$ cat src/rtl/axi_frame_sched_if.sv
// axi_frame_sched_if: AXI3 address and write-response channel bundle for the frame scheduler
interface axi_frame_sched_if;
    logic        awvalid;
    logic        awready;
    logic [31:0] awaddr;
    logic        arvalid;
    logic        arready;
    logic [31:0] araddr;
    logic        bvalid;
    logic        bready;
    modport master (output awvalid, awaddr, arvalid, araddr, bready, input awready, arready, bvalid);
    modport slave (input awvalid, awaddr, arvalid, araddr, bready, output awready, arready, bvalid);
endinterface

$ cat src/rtl/axi_frame_sched.sv
// axi_frame_sched: shares one AXI3 AW/AR pair between the frame writer and the previous-frame reader
module axi_frame_sched #(
    parameter int          H_WIDTH  = 1920,
    parameter int          V_HEIGHT = 1080,
    parameter logic [31:0] BASE     = 32'h2000000,
    parameter int          MAX_OUT  = 4
) (
    input  logic              clk_i,
    input  logic              rst_ni,
    input  logic              vs_i,
    input  logic              wen_i,
    input  logic              ren_i,
    input  logic              wr_req_i,
    input  logic              wr_urgent_i,
    input  logic              rd_req_i,
    input  logic              rd_last_i,
    output logic              wr_gnt_o,
    output logic              rd_gnt_o,
    output logic              rd_frame_ok_o,
    output logic              err_o,
    axi_frame_sched_if.master m_axi
);
    localparam int              FRAME_BYTES = H_WIDTH * V_HEIGHT * 4;
    localparam int              BURSTS      = H_WIDTH * V_HEIGHT / 32;
    localparam int              CW          = $clog2(BURSTS + 1);
    localparam logic [CW-1:0]   BURSTS_C    = CW'(BURSTS);
    localparam logic [3:0]      MAX_C       = 4'(MAX_OUT);
    localparam logic [31:0]     BASE1       = BASE + 32'(FRAME_BYTES);
    localparam logic [31:0]     BURST_BYTES = 32'd128;

    typedef enum logic [1:0] {IDLE, AW, AR} state_t;

    state_t        state, state_n;
    logic          vs_q, vs_pend, wr_slot, rd_slot, last_was_wr;
    logic [CW-1:0] wr_cnt, rd_cnt;
    logic [3:0]    wr_out, rd_out;
    logic [31:0]   wr_off, rd_off;
    logic          wr_ok, rd_ok, pick_wr, pick_rd, swap;

    assign wr_ok   = wen_i & wr_req_i & (wr_cnt < BURSTS_C) & (wr_out < MAX_C) & ~vs_pend;
    assign rd_ok   = ren_i & rd_req_i & rd_frame_ok_o & (rd_cnt < BURSTS_C) & (rd_out < MAX_C) & ~vs_pend;
    // eligibility already excludes vs_pend, so a pending swap always beats a grant
    assign swap    = (state == IDLE) & vs_pend;
    assign pick_wr = (state == IDLE) & wr_ok & (wr_urgent_i | ~rd_ok | ~last_was_wr);
    assign pick_rd = (state == IDLE) & rd_ok & ~pick_wr;

    always_comb begin
        state_n       = state;
        m_axi.awvalid = 1'b0;
        m_axi.arvalid = 1'b0;
        wr_gnt_o      = 1'b0;
        rd_gnt_o      = 1'b0;
        case (state)
            IDLE: state_n = pick_wr ? AW : pick_rd ? AR : IDLE;
            AW: begin
                m_axi.awvalid = 1'b1;
                wr_gnt_o      = m_axi.awready;
                state_n       = m_axi.awready ? IDLE : AW;
            end
            AR: begin
                m_axi.arvalid = 1'b1;
                rd_gnt_o      = m_axi.arready;
                state_n       = m_axi.arready ? IDLE : AR;
            end
            default: state_n = IDLE;
        endcase
    end

    always_ff @(posedge clk_i) begin
        if (!rst_ni) begin
            state         <= IDLE;
            vs_q          <= 1'b0;
            vs_pend       <= 1'b0;
            wr_slot       <= 1'b0;
            rd_slot       <= 1'b1;
            last_was_wr   <= 1'b0;
            wr_cnt        <= '0;
            rd_cnt        <= '0;
            wr_out        <= '0;
            rd_out        <= '0;
            wr_off        <= '0;
            rd_off        <= '0;
            m_axi.awaddr  <= '0;
            m_axi.araddr  <= '0;
            m_axi.bready  <= 1'b0;
            rd_frame_ok_o <= 1'b0;
            err_o         <= 1'b0;
        end else begin
            state        <= state_n;
            vs_q         <= vs_i;
            vs_pend      <= (vs_i & ~vs_q) | (vs_pend & ~swap);
            m_axi.bready <= 1'b1;
            wr_out       <= wr_out + {3'b0, wr_gnt_o} - {3'b0, m_axi.bvalid & (wr_out != '0)};
            rd_out       <= rd_out + {3'b0, rd_gnt_o} - {3'b0, rd_last_i & (rd_out != '0)};
            if (swap) begin
                rd_slot       <= wr_slot;
                wr_slot       <= ~wr_slot;
                rd_frame_ok_o <= wr_cnt == BURSTS_C;
                err_o         <= err_o | (wr_cnt != BURSTS_C);
                wr_cnt        <= '0;
                rd_cnt        <= '0;
                wr_off        <= '0;
                rd_off        <= '0;
            end
            // running offsets track cnt*128 so no multiplier is needed
            if (pick_wr) m_axi.awaddr <= (wr_slot ? BASE1 : BASE) + wr_off;
            if (pick_rd) m_axi.araddr <= (rd_slot ? BASE1 : BASE) + rd_off;
            if (wr_gnt_o) begin
                wr_cnt      <= wr_cnt + 1'b1;
                wr_off      <= wr_off + BURST_BYTES;
                last_was_wr <= 1'b1;
            end
            if (rd_gnt_o) begin
                rd_cnt      <= rd_cnt + 1'b1;
                rd_off      <= rd_off + BURST_BYTES;
                last_was_wr <= 1'b0;
            end
        end
    end
endmodule

$ cat src/flat_wrapper.sv
// flat-port wrapper written by rule: the top's interface ports become plain ports
module axi_frame_sched_flat 
#(
    parameter int          H_WIDTH  = 1920,
    parameter int          V_HEIGHT = 1080,
    parameter logic [31:0] BASE     = 32'h2000000,
    parameter int          MAX_OUT  = 4
)
  (clk_i, rst_ni, vs_i, wen_i, ren_i, wr_req_i, wr_urgent_i, rd_req_i, rd_last_i, wr_gnt_o, rd_gnt_o, rd_frame_ok_o, err_o, m_axi_awvalid, m_axi_awaddr, m_axi_arvalid, m_axi_araddr, m_axi_bready, m_axi_awready, m_axi_arready, m_axi_bvalid);
  axi_frame_sched_if m_axi_i ();
  input  logic clk_i;
  input  logic rst_ni;
  input  logic vs_i;
  input  logic wen_i;
  input  logic ren_i;
  input  logic wr_req_i;
  input  logic wr_urgent_i;
  input  logic rd_req_i;
  input  logic rd_last_i;
  output logic wr_gnt_o;
  output logic rd_gnt_o;
  output logic rd_frame_ok_o;
  output logic err_o;
  output wire logic [$bits(m_axi_i.awvalid)-1:0] m_axi_awvalid;
  output wire logic [$bits(m_axi_i.awaddr)-1:0] m_axi_awaddr;
  output wire logic [$bits(m_axi_i.arvalid)-1:0] m_axi_arvalid;
  output wire logic [$bits(m_axi_i.araddr)-1:0] m_axi_araddr;
  output wire logic [$bits(m_axi_i.bready)-1:0] m_axi_bready;
  input wire logic [$bits(m_axi_i.awready)-1:0] m_axi_awready;
  input wire logic [$bits(m_axi_i.arready)-1:0] m_axi_arready;
  input wire logic [$bits(m_axi_i.bvalid)-1:0] m_axi_bvalid;
  assign m_axi_awvalid = m_axi_i.awvalid;
  assign m_axi_awaddr = m_axi_i.awaddr;
  assign m_axi_arvalid = m_axi_i.arvalid;
  assign m_axi_araddr = m_axi_i.araddr;
  assign m_axi_bready = m_axi_i.bready;
  assign m_axi_i.awready = m_axi_awready;
  assign m_axi_i.arready = m_axi_arready;
  assign m_axi_i.bvalid = m_axi_bvalid;
  axi_frame_sched #(.H_WIDTH(H_WIDTH), .V_HEIGHT(V_HEIGHT), .BASE(BASE), .MAX_OUT(MAX_OUT)) u_core (.clk_i(clk_i), .rst_ni(rst_ni), .vs_i(vs_i), .wen_i(wen_i), .ren_i(ren_i), .wr_req_i(wr_req_i), .wr_urgent_i(wr_urgent_i), .rd_req_i(rd_req_i), .rd_last_i(rd_last_i), .wr_gnt_o(wr_gnt_o), .rd_gnt_o(rd_gnt_o), .rd_frame_ok_o(rd_frame_ok_o), .err_o(err_o), .m_axi(m_axi_i));
endmodule
$ cat config.mk
export PLATFORM = sky130hd
export DESIGN_NAME = axi_frame_sched_flat
export DESIGN_NICKNAME = d
export VERILOG_FILES = /design/src/rtl/axi_frame_sched_if.sv /design/src/rtl/axi_frame_sched.sv /design/src/flat_wrapper.sv
export SDC_FILE = /design/constraint.sdc
export NUM_CORES = 1
export LEC_CHECK = 0
export BUFFER_PORTS_ARGS = -buffer_cell sky130_fd_sc_hd__buf_2
export CAP_MARGIN = 20
export CELL_PAD_IN_SITES_DETAIL_PLACEMENT = 0
export CELL_PAD_IN_SITES_GLOBAL_PLACEMENT = 2
export CORE_MARGIN = 2
export CORE_UTILIZATION = 36
export CTS_BUF_LIST = sky130_fd_sc_hd__clkbuf_16
export CTS_CLUSTER_SIZE = 28
export DETAILED_ROUTE_END_ITERATION = 10
export GPL_ROUTABILITY_DRIVEN = 0
export GPL_TIMING_DRIVEN = 1
export PLACE_DENSITY = 0.83
export SLEW_MARGIN = 20
export SYNTH_ARGS = -nofsm -noshare
export SYNTH_HDL_FRONTEND = slang
export SYNTH_SLANG_ARGS = --single-unit
$ cat constraint.sdc
create_clock -name clk_i -period 2.83 [get_ports clk_i]
set_input_delay 0.566 -clock clk_i [delete_from_list [all_inputs] [get_ports clk_i]]
set_output_delay 0.566 -clock clk_i [all_outputs]
set_load 0.05 [all_outputs]
== After elaboration in Yosys (flattened, before gate mapping) ==
Index checks and enable logic that the tools add are counted.
Word-level totals
  register bits: 178
  bits of input ports: 12
  output and inout bits: 71
  logic and storage cells: 89
Operators by class
  add/sub/neg operators: 10
  order comparisons: 4
  equal/unequal tests: 4
  mux-type cells: 18
  bitwise logic cells: 30
  reduce and logical (&&, ||, !) cells: 6
Operators with widths (number)
  $mux 32: 3
  $add 32x32->32: 2
  $add 32x8->32 const B: 2
  $mux 16: 3
  $mux 23: 2
  $add 16x1->16 const B: 2
  $lt 16x16->1 const B: 2
  $and 1x1->1: 18
  $eq 16x16->1 const B: 1
  $ne 16x16->1 const B: 1
  $add 4x1->4: 2
  $lt 4x3->1 const B: 2
  $not 1->1: 8
  $reduce_bool 4->1: 2
  $sub 4x1->4: 2
  $mux 1: 6
  $mux 2: 3
  $pmux 2 s3: 1
  $or 1x1->1: 4
  $reduce_bool 2->1: 2
  $eq 2x1->1 const B: 1
  $eq 2x2->1 const B: 1
  $logic_not 2->1: 1
  $reduce_or 2->1: 1

== Logic depth before layout (Yosys ltp) ==
  word-level depth: 14
  mapped depth: 10

== Worst setup path after synthesis ==
No wires, ideal clock.
  path type: input port to flip-flop
  start point: in m_axi_arready
  end point: reg u_core.rd_out[2]
  library setup time: 128 ps
  arrival: 2222 ps
  data required time: 2702 ps
  path slack: 481 ps
  cell stages on the path: 10
  path buffers: 2
  cell sequence: nand3b_4 clkbuf_1 clkbuf_1 ha_1 inv_1 ha_1 inv_1 fa_1 xor2_1 nor2_1
Between the ends
  longest elaborated chain between the ends: 3
Ends and longest elaborated chain
  start: declaration: line flat_wrapper.sv:30  | input wire logic [$bits(m_axi_i.arready)-1:0] m_axi_arready;
  $mux 1: line axi_frame_sched.sv:53  | case (state)
  $add 4x1->4: line axi_frame_sched.sv:94  | rd_out <= rd_out + {3'b0, rd_gnt_o} - {3'b0, rd_last_i & (rd_out != '0)};
  $sub 4x1->4: line axi_frame_sched.sv:94
  end signal: assignment: line axi_frame_sched.sv:94
  end: declaration: line axi_frame_sched.sv:36  | logic [3:0] wr_out, rd_out;
Every way passes these cells.
A chain may end at the register's enable or synchronous reset.

== Final worst setup path ==
  start point: reg u_core.wr_slot
  end point: reg u_core.m_axi.awaddr[30]
Between the ends
  longest elaborated chain between the ends: 2
Ends and longest elaborated chain
  start: declaration: line axi_frame_sched.sv:34  | logic vs_q, vs_pend, wr_slot, rd_slot, last_was_wr;
  start signal: assignment: line axi_frame_sched.sv:97  | wr_slot <= ~wr_slot;
  $mux 23: line axi_frame_sched.sv:106  | if (pick_wr) m_axi.awaddr <= (wr_slot ? BASE1 : BASE) + wr_off;
  $add 32x32->32: line axi_frame_sched.sv:106
  end signal: assignment: line axi_frame_sched.sv:106
  end: declaration: line axi_frame_sched_if.sv:11  | modport master (output awvalid, awaddr, arvalid, araddr, bready, input awready, arready, bvalid);
Every way passes these cells.

==> impl_results.md <==
- Outcome: finished, final reports clean
- GRT Total Usage: 0.1670
- Post-Route WL: 18.28 mm
- Initial Utilization: 0.3680
- Crit path kind: reg2reg
- Final min period: 2557 ps
- Synthesized flop and latch total: 150
- Met3 GRT Util: 0.02861
- Ys flop type: dfxtp_1
- Yosys top cell area share: 0.3870
- Setup TNS: 0 ps
- Overflow left after global routing: 0
- Avg Inst Size Synth: just over 8 um^2
- Layout area overhead: 14.91%
- CTS Buffer Depth: 2
- Multi-input logic area: ~4400 um^2
- Clock sink count: 150
- Required time of the critical path: 3120 ps
- Power Dens Cells: between 500 and 600 nW/um^2
- Startpoint Class: flop
- Part of the power in registers: 0.424
- Die W: 150.8 um
- Post_cts resized: 0
- Worst Path Arrival: 2850 ps
- Top cells by count, synth: dfxtp_1 (150), nor2_1 (123), a21oi_1 (84), nand2_1 (69), nand3_1 (51)
- Cts hold-fix bufs: 0
- Leakage: 3.555 nW
- Initial antenna violation count: 0
- Num ports: slightly above 80
- Crit Path Max Fanout: 10
- Tcrit/Tclk final: 0.9035
- Met1 Use GR: 0.2350
- Peak supply drop: a little over 0.4 mV
- Min-Delay Path Class: in2reg
- Yosys top cell by area: dfxtp_1
- Net Sw Frac: 0.2759
- Max Clock Freq: 391.1 MHz
- Worst skew pair latency: approximately 420 ps
- Clk slew on worst S/H paths: around 60 ps
- # rows: 53
- Dpl cells: between 1000 and 1500
- CTS H-Tree Depth: 4
- Layout cell share with drive strength beyond 1: 0.1370
- Yosys warns: 0
- N_diodes: 0
- IO Port Bufs: 68
- Postcts setup bufs: 0
- Net switching power figure: approximately 1.5 mW
- Post-DP HPWL: 12.38 mm
- DRC: 0
- Top Usage Layer GRT: met2
- Seq. cell area: 3003 um^2
- Clk pwr share: 0.415
- Slew margin rel.: 0.6029
- RSZ-0062 raised after global routing: no
- Actual slew at the worst max-slew pin: 595.6 ps
- FILL cells: roughly 2200
- Setup crit end kind: flop
- Placed inst area: roughly 8300 um^2
- Pre-CTS WS: about 280 ps
- Fin. max-slew vios: 0
- Inserted Clock Buffers: 17
- Global-route wire length before repair: around 31 mm
- M2 GR Usage: 0.2609
- DR WL/cell: 14.33 um
- NumNets Final: 1035
- Synth cell types: 65
- Worst Skew: 6.723 ps
- Async S/R FF share, synth: 0
- Final setup margin: 273.0 ps
- Post-route cell area: 8917 um^2
- Final std cells w/o fill: between 1000 and 1500
- Largest cells by area after synthesis: dfxtp_1 (39%), nor2_1 (5.9%), a21oi_1 (5.4%)
- 1st-iter DRT viols: approximately 280
- CTS tree: yes
- Mapped Cells: about 940
- Die Span Y: 150.8 um
- Max cap viols: 0
- Pre-Repair DR Iteration Count: 4
- Combinational power share: 0.161
- Largest net degree at the start of global routing: 99
- Via density per instance: slightly above 5
- Post-synthesis cell area: roughly 7800 um^2
- Vias in the first global route: approximately 6100
- Number of synthesized flops with an enable pin: 0
- Hold Vio Cnt, Final: 0
- Die Area: 22750 um^2
- Pint: roughly 3.9 mW
- Root buf cell: clkbuf_16
- Setup violations, final: 0
- FF-to-FF setup slack: about 270 ps
- DR vias: approximately 6600
- Top-count cell post-synth: dfxtp_1
- Detail Route Antenna Nets: 0
- Core area: between 20000 and 25000 um^2
- Post-synthesis sequential area ratio: 0.3870
-- layer usage --
layer	part of all wire	routed length [um]	vias to the layer above
met3	0.027	487	16
met2	0.44	8065	75
met5	0	0	-
met4	0.013	229	0
li1	-	-	3435
met1	0.52	9495	3050
-- registers in the layout, summed over array words and instances (netlist names), 4 cells and up --
name	count
u_core.m_axi.araddr	25
u_core.m_axi.awaddr	25
u_core.rd_off	25
u_core.wr_off	25
u_core.rd_cnt	16
u_core.wr_cnt	16
u_core.rd_out	4
u_core.wr_out	4
-- cell families (layout without fill, tap and decap cells) --
family | after synthesis | in the layout | share of synthesized area
compound gates | 232 | 232 | 0.1846
xor+xnor | 40 | 40 | 0.04515
fa+ha+maj | 35 | 35 | 0.05837
buf+inv | 88 | 139 | 0.05256
flops | 150 | 150 | 0.3870
mux | 32 | 32 | 0.04224
other cells | 1 | 14 | 0.0004833
simple gates | 358 | 358 | 0.2296
-- critical path, cell delays in order (launching register included) --
cell      delay [ps]
dfxtp_1          550
ha_1             340
a311o_1          370
a41o_1           300
a221oi_1         500
nor2_1           110
xnor2_1          170
a21oi_1           80
-- power groups by stage --
stage | Clock (mW) | Combinational, mW | Sequential, mW
after floorplan | 0 | 0.585 | 2.41
after global placement | 0 | 0.869 | 2.31
after detailed placement | 0 | 0.871 | 2.32
after CTS | 2.29 | 0.877 | 2.27
after global routing | 2.38 | 0.982 | 2.28
final | 2.22 | 0.859 | 2.27
-- final timing paths --
path / from / depth (start not counted) / end
min: vs_i / 2 / u_core.vs_q$_SDFF_PN0_
min reg2reg: u_core.m_axi.araddr[21]$_SDFFE_PN0P_ / 2 / u_core.m_axi.araddr[21]$_SDFFE_PN0P_
max: u_core.wr_slot$_SDFFE_PN0P_ / 7 / u_core.m_axi.awaddr[30]$_SDFFE_PN0P_
max reg2reg: u_core.wr_slot$_SDFFE_PN0P_ / 7 / u_core.m_axi.awaddr[30]$_SDFFE_PN0P_
-- stage by stage --
| stage | power, mW | hold WS [ps] | utilization |
|---|---|---|---|
| 6_report | 5.345 | 398.4 | 0.4229 |
| 5_1_grt | 5.641 | 400.7 | 0.4229 |
| 4_1_cts | 5.436 | 394.8 | 0.4229 |
| 3_5_place_dp | 3.187 | 457.5 | 0.3959 |
| 3_3_place_gp | 3.182 | 456.4 | 0.3959 |
| 2_1_floorplan | 2.999 | 455.2 | - |
-- placed cells by master, fill, tap and decap left out, types with 4 or more instances in the layout --
master | synthesis | routed
o211ai_1 | 14 | 14
inv_1 | 26 | 26
o31ai_1 | 4 | 4
xnor2_1 | 24 | 24
and3_1 | 11 | 11
ha_1 | 33 | 33
buf_2 | 11 | 68
mux2_2 | 6 | 6
conb_1 | 1 | 14
dfxtp_1 | 150 | 150
or3_1 | 19 | 19
nor2b_1 | 5 | 5
nor2_1 | 123 | 123
or4_1 | 4 | 4
a31oi_1 | 11 | 11
a211oi_1 | 10 | 10
clkbuf_16 | 0 | 17
clkinv_2 | 0 | 4
nand4_1 | 11 | 11
a22oi_1 | 5 | 5
nand2_1 | 69 | 69
and4_1 | 5 | 5
o21a_1 | 9 | 9
o2111ai_1 | 5 | 5
or2_2 | 9 | 9
clkinv_1 | 0 | 5
nand3_1 | 51 | 51
o21ai_0 | 46 | 46
xor2_1 | 16 | 16
and2_1 | 10 | 10
nor3_1 | 13 | 13
a21o_1 | 11 | 11
nor4_1 | 6 | 6
mux2i_1 | 26 | 26
a21oi_1 | 84 | 84
buf_4 | 17 | 11
o22ai_1 | 8 | 8
o311ai_0 | 4 | 4
-- layout make-up --
type                    instances  share of cell area
well taps                     275             0.03859
multi-input cells             711              0.4957
clock inverters                14             0.01600
inverters                      26             0.01108
clock buffers                  17             0.04771
flip-flops and latches        150              0.3367
repair buffers                 82             0.05416
No activity file was read; power rests on OpenSTA's default activity.
